`src/rtl/csel_pipe_addsub_if.sv`:
```
// Handshake bundle for csel_pipe_addsub: operand side (in_*) and result side (out_*).
interface csel_pipe_addsub_if #(
    parameter int unsigned WIDTH = 16
);
    logic             in_valid;
    logic             in_ready;
    logic [WIDTH-1:0] a;
    logic [WIDTH-1:0] b;
    logic             c_in;
    logic             sub;
    logic             out_valid;
    logic             out_ready;
    logic [WIDTH-1:0] sum;
    logic             c_out;
    logic             ovf;
    logic             zero;

    modport master (
        output in_valid, a, b, c_in, sub, out_ready,
        input  in_ready, out_valid, sum, c_out, ovf, zero
    );

    modport slave (
        input  in_valid, a, b, c_in, sub, out_ready,
        output in_ready, out_valid, sum, c_out, ovf, zero
    );
endinterface

```
`src/rtl/csel_pipe_addsub.sv`:
```
// Pipelined carry-select adder/subtractor: one candidate stage, one selection stage
// per BLOCK-bit block, then a registered result stage; a single global advance stalls all.
module csel_pipe_addsub #(
    parameter int unsigned WIDTH = 16,
    parameter int unsigned BLOCK = 4
) (
    input logic               clk,
    input logic               rst,
    csel_pipe_addsub_if.slave bus
);
    localparam int unsigned NBLK = WIDTH / BLOCK;

    logic             adv;
    logic [WIDTH-1:0] beff;
    logic             cin_eff;
    logic [WIDTH-1:0] cand_s0;
    logic [WIDTH-1:0] cand_s1;
    logic [NBLK-1:0]  cand_co0;
    logic [NBLK-1:0]  cand_co1;
    logic             cand_m0;
    logic             cand_m1;

    // Stage p holds blocks 0..p-1 resolved in res_q[p]; cr_q[p] is the carry into block p.
    logic [NBLK:0]    vld_q;
    logic [WIDTH-1:0] s0_q  [NBLK];
    logic [WIDTH-1:0] s1_q  [NBLK];
    logic [NBLK-1:0]  co0_q [NBLK];
    logic [NBLK-1:0]  co1_q [NBLK];
    logic             m0_q  [NBLK];
    logic             m1_q  [NBLK];
    logic             cr_q  [NBLK+1];
    logic [WIDTH-1:0] res_q [NBLK+1];
    logic             msb_q;

    logic             out_valid_q;
    logic [WIDTH-1:0] sum_q;
    logic             c_out_q;
    logic             ovf_q;
    logic             zero_q;

    assign adv           = ~out_valid_q | bus.out_ready;
    assign bus.in_ready  = adv & ~rst;
    assign bus.out_valid = out_valid_q;
    assign bus.sum       = sum_q;
    assign bus.c_out     = c_out_q;
    assign bus.ovf       = ovf_q;
    assign bus.zero      = zero_q;

    always_comb begin
        beff     = bus.sub ? ~bus.b : bus.b;
        cin_eff  = bus.sub ? ~bus.c_in : bus.c_in;
        cand_s0  = '0;
        cand_s1  = '0;
        cand_co0 = '0;
        cand_co1 = '0;
        for (int unsigned k = 0; k < NBLK; k++) begin
            {cand_co0[k], cand_s0[k*BLOCK +: BLOCK]} =
                {1'b0, bus.a[k*BLOCK +: BLOCK]} + {1'b0, beff[k*BLOCK +: BLOCK]};
            {cand_co1[k], cand_s1[k*BLOCK +: BLOCK]} =
                {1'b0, bus.a[k*BLOCK +: BLOCK]} + {1'b0, beff[k*BLOCK +: BLOCK]} + (BLOCK+1)'(1);
        end
        // Carry into the MSB recovered from the top bit itself: c = a ^ b ^ s.
        cand_m0 = bus.a[WIDTH-1] ^ beff[WIDTH-1] ^ cand_s0[WIDTH-1];
        cand_m1 = bus.a[WIDTH-1] ^ beff[WIDTH-1] ^ cand_s1[WIDTH-1];
    end

    always_ff @(posedge clk) begin
        if (rst) begin
            vld_q       <= '0;
            out_valid_q <= 1'b0;
            sum_q       <= '0;
            c_out_q     <= 1'b0;
            ovf_q       <= 1'b0;
            zero_q      <= 1'b0;
        end else if (adv) begin
            vld_q       <= {vld_q[NBLK-1:0], bus.in_valid};
            out_valid_q <= vld_q[NBLK];
            if (vld_q[NBLK]) begin
                sum_q   <= res_q[NBLK];
                c_out_q <= cr_q[NBLK];
                ovf_q   <= msb_q ^ cr_q[NBLK];
                zero_q  <= ~|res_q[NBLK];
            end
        end
    end

    always_ff @(posedge clk) begin
        if (adv) begin
            s0_q[0]  <= cand_s0;
            s1_q[0]  <= cand_s1;
            co0_q[0] <= cand_co0;
            co1_q[0] <= cand_co1;
            m0_q[0]  <= cand_m0;
            m1_q[0]  <= cand_m1;
            cr_q[0]  <= cin_eff;
            res_q[0] <= '0;
            for (int unsigned p = 1; p < NBLK; p++) begin
                s0_q[p]  <= s0_q[p-1];
                s1_q[p]  <= s1_q[p-1];
                co0_q[p] <= co0_q[p-1];
                co1_q[p] <= co1_q[p-1];
                m0_q[p]  <= m0_q[p-1];
                m1_q[p]  <= m1_q[p-1];
            end
            for (int unsigned p = 1; p <= NBLK; p++) begin
                res_q[p] <= res_q[p-1];
                res_q[p][(p-1)*BLOCK +: BLOCK] <= cr_q[p-1] ? s1_q[p-1][(p-1)*BLOCK +: BLOCK]
                                                            : s0_q[p-1][(p-1)*BLOCK +: BLOCK];
                cr_q[p] <= cr_q[p-1] ? co1_q[p-1][p-1] : co0_q[p-1][p-1];
            end
            msb_q <= cr_q[NBLK-1] ? m1_q[NBLK-1] : m0_q[NBLK-1];
        end
    end
endmodule

```
`src/flat_wrapper.sv`:
```
// flat-port wrapper written by rule: the top's interface ports become plain ports
module csel_pipe_addsub_flat 
#(
    parameter int unsigned WIDTH = 16,
    parameter int unsigned BLOCK = 4
)
  (clk, rst, bus_in_valid, bus_a, bus_b, bus_c_in, bus_sub, bus_out_ready, bus_in_ready, bus_out_valid, bus_sum, bus_c_out, bus_ovf, bus_zero);
  csel_pipe_addsub_if #(.WIDTH(WIDTH)) bus_i ();
  input logic clk;
  input logic rst;
  input wire logic [$bits(bus_i.in_valid)-1:0] bus_in_valid;
  input wire logic [$bits(bus_i.a)-1:0] bus_a;
  input wire logic [$bits(bus_i.b)-1:0] bus_b;
  input wire logic [$bits(bus_i.c_in)-1:0] bus_c_in;
  input wire logic [$bits(bus_i.sub)-1:0] bus_sub;
  input wire logic [$bits(bus_i.out_ready)-1:0] bus_out_ready;
  output wire logic [$bits(bus_i.in_ready)-1:0] bus_in_ready;
  output wire logic [$bits(bus_i.out_valid)-1:0] bus_out_valid;
  output wire logic [$bits(bus_i.sum)-1:0] bus_sum;
  output wire logic [$bits(bus_i.c_out)-1:0] bus_c_out;
  output wire logic [$bits(bus_i.ovf)-1:0] bus_ovf;
  output wire logic [$bits(bus_i.zero)-1:0] bus_zero;
  assign bus_i.in_valid = bus_in_valid;
  assign bus_i.a = bus_a;
  assign bus_i.b = bus_b;
  assign bus_i.c_in = bus_c_in;
  assign bus_i.sub = bus_sub;
  assign bus_i.out_ready = bus_out_ready;
  assign bus_in_ready = bus_i.in_ready;
  assign bus_out_valid = bus_i.out_valid;
  assign bus_sum = bus_i.sum;
  assign bus_c_out = bus_i.c_out;
  assign bus_ovf = bus_i.ovf;
  assign bus_zero = bus_i.zero;
  csel_pipe_addsub #(.WIDTH(WIDTH), .BLOCK(BLOCK)) u_core (.clk(clk), .rst(rst), .bus(bus_i));
endmodule
```
`config.mk`:
```
export PLATFORM = sky130hd
export DESIGN_NAME = csel_pipe_addsub_flat
export DESIGN_NICKNAME = d
export VERILOG_FILES = /design/src/rtl/csel_pipe_addsub_if.sv /design/src/rtl/csel_pipe_addsub.sv /design/src/flat_wrapper.sv
export SDC_FILE = /design/constraint.sdc
export NUM_CORES = 1
export LEC_CHECK = 0
export BUFFER_PORTS_ARGS = -buffer_cell sky130_fd_sc_hd__clkbuf_2
export CELL_PAD_IN_SITES_DETAIL_PLACEMENT = 2
export CELL_PAD_IN_SITES_GLOBAL_PLACEMENT = 2
export CORE_MARGIN = 2
export CORE_UTILIZATION = 30
export DETAILED_ROUTE_END_ITERATION = 12
export HOLD_SLACK_MARGIN = 0.08
export PLACE_DENSITY_LB_ADDON = 0.1
export SLEW_MARGIN = 0
export SYNTH_ARGS = -nofsm -noshare
export SYNTH_HDL_FRONTEND = slang
export SYNTH_SLANG_ARGS = --single-unit
export TNS_END_PERCENT = 5
```
`constraint.sdc`:
```
create_clock -name clk -period 4.7 [get_ports clk]
set_clock_uncertainty 0.2 [all_clocks]
set_input_delay 0.94 -clock clk [delete_from_list [all_inputs] [get_ports clk]]
set_output_delay 0.94 -clock clk [all_outputs]
set_load 0.01 [all_outputs]
```
After elaboration in Yosys (flattened, before gate mapping)
Memory sizes are Yosys's and may differ from the RTL's.
Cells that the tools add are included.
W data, S select, Z words.
- register bits: 26
- memory bits (writable): 253
- memories kept: 8
- memory list (name ; words ; bits a word ; rd ports ; clocked after memory_dff ; write ports ; RTL line ; source):
    u_core.res_q ; 5 ; 16 ; 5 ; 0 ; 5 ; csel_pipe_addsub.sv:32 ; logic [WIDTH-1:0] res_q [NBLK+1];
    u_core.s0_q ; 4 ; 16 ; 4 ; 0 ; 4 ; csel_pipe_addsub.sv:25 ; logic [WIDTH-1:0] s0_q [NBLK];
    u_core.s1_q ; 4 ; 16 ; 4 ; 0 ; 4 ; csel_pipe_addsub.sv:26 ; logic [WIDTH-1:0] s1_q [NBLK];
    u_core.co0_q ; 4 ; 4 ; 4 ; 0 ; 4 ; csel_pipe_addsub.sv:27 ; logic [NBLK-1:0] co0_q [NBLK];
    u_core.co1_q ; 4 ; 4 ; 4 ; 0 ; 4 ; csel_pipe_addsub.sv:28 ; logic [NBLK-1:0] co1_q [NBLK];
    u_core.cr_q ; 5 ; 1 ; 5 ; 0 ; 5 ; csel_pipe_addsub.sv:31 ; logic cr_q [NBLK+1];
    2 more memories ; n/a ; n/a ; n/a ; n/a ; n/a ; n/a ;
- add/sub/neg operators: 8
- muxes and demuxes: 17
- bitwise gates (word level): 14
- reductions and logical operators: 3
- operators with widths (operator ; count):
    $mux W4 ; 8
    $add A4 B4 Y5 ; 4
    $add A5 B1 Y5 const B ; 4
    $mux W16 ; 1
    $not A16 Y16 ; 1
    $reduce_or A16 Y1 ; 1
    $mux W1 ; 8
    $or A1 B1 Y1 ; 5
    $xor A1 B1 Y1 ; 4
    $not A1 Y1 ; 3
    $reduce_and A2 Y1 ; 1
    $and A1 B1 Y1 ; 1
    $logic_not A1 Y1 ; 1

Logic depth before layout (Yosys ltp)
- word-level depth: 5
- mapped depth: 11
- depth with buffers taken out: 9

Worst setup path before layout
Ideal clock, no wire load.
- kind: input-to-reg
- from: input bus_out_ready
- to: register u_core.sum_q[10], in the netlist u_core.bus.sum[10] (read register of u_core.res_q)
- setup time: 0.132 ns
- arrival: 3.521 ns
- required time: 4.368 ns
- setup slack: 0.847 ns
- cell stages on the path: 7
- buffers on the path: 2
- cells stage by stage: nor2b_1 -> buf_6 -> inv_2 -> nand2_2 -> buf_2 -> nand2_1 -> a21oi_1
- cells in the longest elaborated chain, start to end: 2
- RTL lines (what ; RTL line ; source):
    from (decl) ; flat_wrapper.sv:16 ; input wire logic [$bits(bus_i.out_ready)-1:0] bus_out_ready;
    $or A1 B1 Y1 ; csel_pipe_addsub.sv:41 ; assign adv = ~out_valid_q | bus.out_ready;
    $reduce_and A2 Y1 (no source line) ; n/a ;
    to (decl) ; csel_pipe_addsub.sv:36 ; logic [WIDTH-1:0] sum_q;
No other way between the ends.
A chain may end at the register's enable or synchronous reset.

==> flow_summary.json <==
{
  "status": "finished clean",
  "cts_buffers": 17,
  "cts.hold.buffers_added": 0,
  "vias_per_cell": 4.331,
  "setup.worst_path.start_class": "primary input",
  "ys_seq_area_share_pct": 75.60,
  "grt_pass1_vias": 3619,
  "synth_nets": 465,
  "grt_pass1_wl_um": 18290,
  "yosysMostFrequentCell": "edfxtp_1",
  "rr_worst_depth": 5,
  "synth-seq-cells": 179,
  "p_total_mw": 4.161,
  "end_kind": "register",
  "worst_skew_pair.late_latency_ps": 420,
  "core.rowCount": 55,
  "crit_cells": 8,
  "netlist_instances": 403,
  "rsz0062_at_grt": "no",
  "cts_resized": 0,
  "regArea_mm2": 0.005125,
  "cts.sinks": 179,
  "dp.cells": 738,
  "vias": 3335,
  "cp_cell_sequence": "clkbuf_2 -> xor2_1 -> ha_1 -> fa_1 -> ha_1 -> nand3_1 -> mux2_2 -> xnor2_1",
  "finalSetupTns_ps": 0,
  "area_delta_synth_final_pct": 17.79,
  "synth_compound_area_share_pct": 3.341,
  "wl_per_cell_um": 14.34,
  "clk_path_buf_depth": 2,
  "antenna_left": 0,
  "synth_flop_cell": "edfxtp_1",
  "pin_count": 59,
  "timing.final.crit_share_pct": 66.71,
  "gp_congestion": 0.6886,
  "grt_usage_pct": 9.937,
  "slew_headroom_pct": 49.85,
  "synthTopCellsByCount": "edfxtp_1 (154), nand2_1 (46), a21oi_1 (26)",
  "n_antenna_cell": 0,
  "crit_top_cell": "ha_1",
  "syn_area_mm2": 0.006779,
  "fmax_mhz": 318.9,
  "ir_worst_vdd_v": 0.0002244,
  "synth.avg_cell_area_um2": 16.82,
  "synth-edff-count": 154,
  "criticalPathCategory": "in2reg",
  "cts_tree": "built",
  "cp.required_ps": 4670,
  "grt_start_max_net_pins": 78,
  "synth-xor-area-share_pct": 5.482,
  "reg2reg_slack_ps": 2150,
  "synthAdderAreaFrac_pct": 4.873,
  "cap_violations": 0,
  "gr-total-overflow": 0,
  "drc": 0,
  "cp.arrival_ps": 3110,
  "power.density_mw_per_mm2": 521.1,
  "hold_viol_final": 0,
  "die_h_um": 154.3,
  "period_needed_ps": 3135,
  "die_area_mm2": 0.02381,
  "synth_top_family_by_area": "XOR/XNOR gates",
  "nFillCells": 2273,
  "nNetsFinal": 534,
  "crit_path_top_delay_cell": "fa_1",
  "critical_path.top_delay_family": "adder cells",
  "cpPeakStageDelay_ps": 550,
  "ys_async_sr_fraction_pct": 0,
  "clkTransAtPathRegs_ps": 70,
  "leakage_nw": 3.078,
  "setup_viol": 0,
  "io_buffers": 58,
  "slew_violations": 0,
  "critPathBufInv": 1,
  "synth-simple-area-share_pct": 5.020,
  "drt_iter0_drc": 135,
  "yosys_warnings": 0,
  "die_w_um": 154.3,
  "multi_input_area_mm2": 0.001548,
  "first_pass_iters": 4,
  "min_path_type": "reg2reg",
  "root_buffer": "clkbuf_16",
  "synth_top_area_share_pct": 68.22,
  "cp_max_fo": 17,
  "worst_pin_slew_ps": 750.7,
  "drive_gt1_share_pct": 25.15,
  "coreArea_mm2": 0.02243,
  "grt_antenna_before_repair": 0,
  "routed_wl_um": 11040,
  "postCtsSetupBuffers": 0,
  "whs_path_depth": 0,
  "synth_top_cell_by_area": "edfxtp_1",
  "fin_cells": 770,
  "start_util_pct": 30.22,
  "synth_area_leaders": "edfxtp_1 (68%), dfxtp_1 (7.4%), mux2_2 (3.8%)",
  "synthMuxAreaShare_pct": 4.116,
  "htreeDepth": 4,
  "hpwlAfterDp_um": 7378,
  "yosysUniqueCellTypes": 33
}
==> metal layers <==
metal / vias up / GRT usage (%) / share of wire, %
met5: - / 0 / 0
met4: 0 / 4.497 / 1.8
met3: 15 / 2.942 / 3.7
met2: 60 / 16.34 / 49
met1: 1654 / 12.15 / 45
li1: 1606 / - / -
==> power by group <==
part | switching, mW | total, mW | leakage [nW] | internal [mW]
combinational | 0.162 | 0.347 | 0.941 | 0.185
clock | 0.565 | 1.38 | 0.292 | 0.814
sequential | 0.156 | 2.44 | 1.85 | 2.28
total | 0.883 | 4.16 | 3.08 | 3.28
==> final timing paths <==
check,startpoint,endpoint
max,bus_sub,u_core.co1_q[0][0]
min,u_core.res_q[1][1],u_core.res_q[2][1]
max reg2reg,u_core.bus.out_valid,u_core.bus.ovf
min reg2reg,u_core.res_q[1][1],u_core.res_q[2][1]
==> layout by cell type, fill, tap and decap left out, types with 6 or more instances in the layout <==
master     synthesis  final
dfxtp_1           25     25
a21oi_1           26     26
clkbuf_16          0     20
inv_1             13     13
xor2_1            24     24
nand3_1            7      7
a21o_1             6      6
ha_1              20     20
clkbuf_2           0     58
xnor2_1           11     11
nand2_1           46     46
edfxtp_1         154    154
mux2_2            23     23
==> state kept, by name (all words and copies together), names as in the netlist <==
name                  flops
u_core.bus.sum           16
u_core.bus.out_valid      1
u_core.bus.c_out          1
u_core.res_q             40
u_core.bus.ovf            1
u_core.bus.zero           1
u_core.s0_q              40
u_core.msb_q              1
u_core.s1_q              40
u_core.vld_q              5
u_core.co0_q             10
u_core.co1_q             10
u_core.m0_q               4
u_core.m1_q               4
u_core.cr_q               5
==> final cells by class <==
class | count | area share, %
timing repair buffer | 60 | 3.823
tap | 285 | 4.466
sequential | 179 | 64.18
multi-input combinational | 200 | 19.38
inverter | 14 | 0.7208
clock buffer | 26 | 6.926
clock inverter | 6 | 0.5014
==> through the flow <==
stage / worst slack (ps) / utilization, % / hold slack, ps / area (µm²)
floorplan: 846.9 / - / 200.3 / 6779
global placement: 1178 / 32.95 / 201.2 / 7392
detailed placement: 1067 / 32.95 / 205.2 / 7392
CTS: 1516 / 35.59 / 215.1 / 7985
global route: 1386 / 35.59 / 218.4 / 7985
finish: 1565 / 35.59 / 212.8 / 7985
==> cells by family (layout without fill, tap and decap cells) <==
family / Yosys count / in the layout
xor+xnor: 39 / 39
simple gates: 74 / 74
mux: 25 / 25
buf+inv: 24 / 106
compound gates: 38 / 38
flops: 179 / 179
fa+ha+maj: 24 / 24
Note: power is estimated with default switching activity, not from simulation.
